File: src/rtl/parallel2serial_pkg.sv
// ============================================================================
// Module : p2s_defs (package)
// Brief  : State encodings and default word width shared by the serializer
//          and its matching deserializer.
// Rev    : 1.0 - initial release
// ============================================================================
`default_nettype none

package p2s_defs;

    localparam int N_DEFAULT = 8;

    localparam logic [0:0] IDLE  = 1'b0;
    localparam logic [0:0] SHIFT = 1'b1;

endpackage : p2s_defs

`default_nettype wire

File: src/rtl/parallel2serial.sv
// ============================================================================
// Module : parallel2serial
// Brief  : Accepts an N-bit word on a load/ready handshake and shifts it out
//          LSB first, one bit per clock, with serial_start on bit 0.
// Rev    : 1.0 - initial release
// ============================================================================
`default_nettype none

module parallel2serial
    import p2s_defs::*;
#(
    parameter int N = N_DEFAULT
) (
    input  logic         clk,
    input  logic         reset,
    input  logic [N-1:0] data_in,
    input  logic         load,
    output logic         ready,
    output logic         serial_start,
    output logic         d,
    output logic         busy,
    output logic         done
);

    localparam int             CW       = $clog2(N) + 1;
    localparam logic [CW-1:0]  C_LAST   = CW'(N - 1);
    localparam logic [CW-1:0]  C_PENULT = CW'(N - 2);

    logic [0:0]    r_state;
    logic [N-1:0]  r_shift;
    logic [CW-1:0] r_cnt;
    logic          r_d;
    logic          r_start;
    logic          r_busy;
    logic          r_done;

    logic          w_last;
    logic          w_ready;
    logic          w_accept;

    // The last-bit cycle also accepts, which gives the zero-gap word stream.
    assign w_last   = (r_state == SHIFT) && (r_cnt == C_LAST);
    assign w_ready  = (r_state == IDLE) || w_last;
    assign w_accept = load && w_ready;

    assign ready        = w_ready && !reset;
    assign serial_start = r_start;
    assign d            = r_d;
    assign busy         = r_busy;
    assign done         = r_done;

    always_ff @(posedge clk) begin
        if (reset) begin
            r_state <= IDLE;
            r_shift <= '0;
            r_cnt   <= '0;
            r_d     <= 1'b0;
            r_start <= 1'b0;
            r_busy  <= 1'b0;
            r_done  <= 1'b0;
        end else if (w_accept) begin
            // Bit 0 goes straight to d; the register holds the bits still to come.
            r_state <= SHIFT;
            r_shift <= {1'b0, data_in[N-1:1]};
            r_cnt   <= '0;
            r_d     <= data_in[0];
            r_start <= 1'b1;
            r_busy  <= 1'b1;
            r_done  <= 1'b0;
        end else if (r_state == SHIFT) begin
            if (w_last) begin
                r_state <= IDLE;
                r_shift <= '0;
                r_cnt   <= '0;
                r_d     <= 1'b0;
                r_start <= 1'b0;
                r_busy  <= 1'b0;
                r_done  <= 1'b0;
            end else begin
                r_shift <= r_shift >> 1;
                r_cnt   <= r_cnt + CW'(1);
                r_d     <= r_shift[0];
                r_start <= 1'b0;
                r_done  <= (r_cnt == C_PENULT);
            end
        end
    end

endmodule : parallel2serial

`default_nettype wire

File: config.mk
export PLATFORM = sky130hd
export DESIGN_NAME = parallel2serial
export DESIGN_NICKNAME = d
export VERILOG_FILES = /design/src/rtl/parallel2serial_pkg.sv /design/src/rtl/parallel2serial.sv
export SDC_FILE = /design/constraint.sdc
export NUM_CORES = 1
export LEC_CHECK = 0
export ABC_AREA = 1
export BUFFER_PORTS_ARGS = -buffer_cell sky130_fd_sc_hd__buf_4
export CORE_UTILIZATION = 40
export DETAILED_ROUTE_END_ITERATION = 12
export PLACE_DENSITY = 0.73
export REMOVE_ABC_BUFFERS = 1
export SLEW_MARGIN = 20
export SYNTH_ARGS = -nofsm -noshare
export SYNTH_HDL_FRONTEND = slang
export SYNTH_SLANG_ARGS = --single-unit
File: constraint.sdc
create_clock -name clk -period 1.1 [get_ports clk]
set_input_delay 0.22 -clock clk [delete_from_list [all_inputs] [get_ports clk]]
set_output_delay 0.22 -clock clk [all_outputs]
set_load 0.005 [all_outputs]
==> metrics.cfg <==
[run_status]
outcome = finished with violations
failed_checks = setup timing

[global_route]
grt_max_degree = 15
first_global_vias = 741
grt_usage = 0.197
grt-ovfl-total = 0
grt_pass1_wl_um = 2970
antenna_found_initial = 0

[floorplanning]
core_area_mm2 = 0.00182
io_pins = 16
initial_utilization = 0.449
die_y_um = 47.2
rows = 15
die_area_mm2 = 0.00223
die_x_um = 47.2

[timing]
hold_violations = 0
min_period_ns = 1.37
worst_pin_slew_ns = 0.263
holdWs_ns = 0.138
relSlewSlack = 0.824
setup-violations-final = 17
rsz0062_at_grt = true
drv_slew = 0
fmax_mhz = 729
finalClockSkew_ns = 0.00635
setup_ws_ns = -0.272
period_share = 1.25

[min_path]
min-delay-start = reset
hold_depth = 2
hp-class = primary input to flip-flop
hold_path_end = serial_start

[clock_tree]
cts-root-buf = clkbuf_4
cts_num_sinks = 16
cts_tree = built
clk_path_buf_depth = 2
clk_pin_slew_ns = 0.10
htree_levels = 1
clk_latency_ns = 0.29
cts_buffers = 3
postCtsHoldBufs = 0

[route]
wl_per_cell_um = 13.3
drtIter0Drc = 11
via_per_inst = 5.01
totalWireLength_um = 2150
ant_nets = 0
num_vias = 807
drcViolationCount = 0
drtPass1Iterations = 4

[cells_and_area]
stdcell_count = 161
finalNetCount = 150
design_area_mm2 = 0.00131
area_growth_pct = 60.6
layout_commonest_cell = buf_4
layout_common_cells = buf_4, nand3_2, dfxtp_1
n_antenna_cell = 0
drive_gt1_frac = 0.603

[yosys]
yosys-top-cells-area = dfxtp_1, a21oi_1, nand3_1, nand2_1, nand3_2
synth_area_um2 = 818
yosysWarnings = 0
seq_area_frac_synth = 0.391
ys_types = 20
syn_area_per_cell_um2 = 7.94
netlist_instances = 103
netlist.area_leader.share = 0.391
ys_seq_elements = 16
yosysTopAreaCell = dfxtp_1

[setup_path]
worst_setup_path_start_kind = flip-flop
cp-end-kind = output port
r2r_cells = 7
regToRegSetupSlack_ns = -0.25
path_class = flip-flop to output port
cp.arrival_ns = 1.15
r2r_end = r_cnt[1]
worstPathRequired_ns = 0.88
r2r_start = r_cnt[0]
cp_max_fo = 2

[placed_design]
place_ws_ns = -0.132
gp_congestion = 0.801
dp_cells = 151
dp_hpwl_um = 1220
place_area_mm2 = 0.00101
portBuffers = 15

[pwr]
power_density_mw_per_mm2 = 1030
ir_drop_v = 0.000828
leakagePower_nw = 0.529

[run]
cap_violations = 0

## logic make-up (layout without fill, tap and decap cells)
logic type / after synthesis / in the layout / synth area share
buf+inv: 17 / 50 / 0.125
simple gates: 42 / 42 / 0.289
compound gates: 26 / 26 / 0.164
fa+ha+maj: 2 / 2 / 0.0306
flops: 16 / 16 / 0.391
## how the worst max path moves through the flow
stage	start	endpoint	depth (start not counted)
4_1_cts	r_cnt[1]	ready	4
6_report	r_cnt[0]	ready	4
3_3_place_gp	r_cnt[1]	r_cnt[0]	6
2_1_floorplan	r_cnt[1]	done	6
3_5_place_dp	r_cnt[0]	done	6
5_1_grt	r_cnt[0]	ready	4
## sequential cells by signal, summed over array words and instances, names as in the netlist
| signal | flops |
|---|---|
| done | 1 |
| d | 1 |
| r_state | 1 |
| serial_start | 1 |
| busy | 1 |
| r_cnt | 4 |
| r_shift | 7 |
## Yosys cell counts, drive strengths merged
| cell | n |
|---|---|
| clkinv | 1 |
| inv | 12 |
| nand2 | 16 |
| ha | 2 |
| or2 | 2 |
| dfxtp | 16 |
| nand3 | 21 |
| o21ai | 10 |
| buf | 4 |
| nor2 | 3 |
| a21oi | 16 |
## metrics by stage
step | util | TNS [ns] | power [mW]
after floorplan | - | -1.29 | 0.745
after global placement | 0.555 | -0.993 | 0.861
after detailed placement | 0.555 | -1.43 | 0.865
after CTS | 0.650 | -2.86 | 1.32
after global routing | 0.722 | -2.89 | 1.42
final | 0.722 | -2.09 | 1.36
## critical path, cell delays in order, from the launching register on
cell,delay (ns)
dfxtp_2,0.36
ha_4,0.16
nand3_4,0.08
a21oi_2,0.13
buf_4,0.12
## layout make-up
| type | instances | area, um^2 |
|---|---|---|
| fillers | 150 | 507 |
| inverters | 13 | 51.3 |
| flip-flops and latches | 16 | 323 |
| clock buffers | 4 | 36.3 |
| multi-input cells | 70 | 566 |
| well taps | 25 | 31.3 |
| repair buffers | 33 | 307 |
## layer usage
layer  up-vias  global-route usage  wire (um)
li1        407                   -          -
met1       385               0.206        810
met2        11               0.353       1260
met3         4              0.0692         50
met4         0              0.0857         23
met5         -                   0          0
## power by group
group          switching (mW)  leakage (nW)  internal [mW]
Clock                   0.192        0.0210          0.202
Sequential             0.0253         0.132          0.614
Combinational           0.164         0.375          0.162
## timing repair
item | 4_1_cts | 5_1_grt
setup buffers | 7 | 1
resized for setup | 14 | 38
cloned | 1 | 0
hold endpoints to repair | 0 | 0
endpoints found under the setup margin | 17 | 17
pin swaps | 5 | 17
Note: power is estimated with default switching activity, not from simulation.
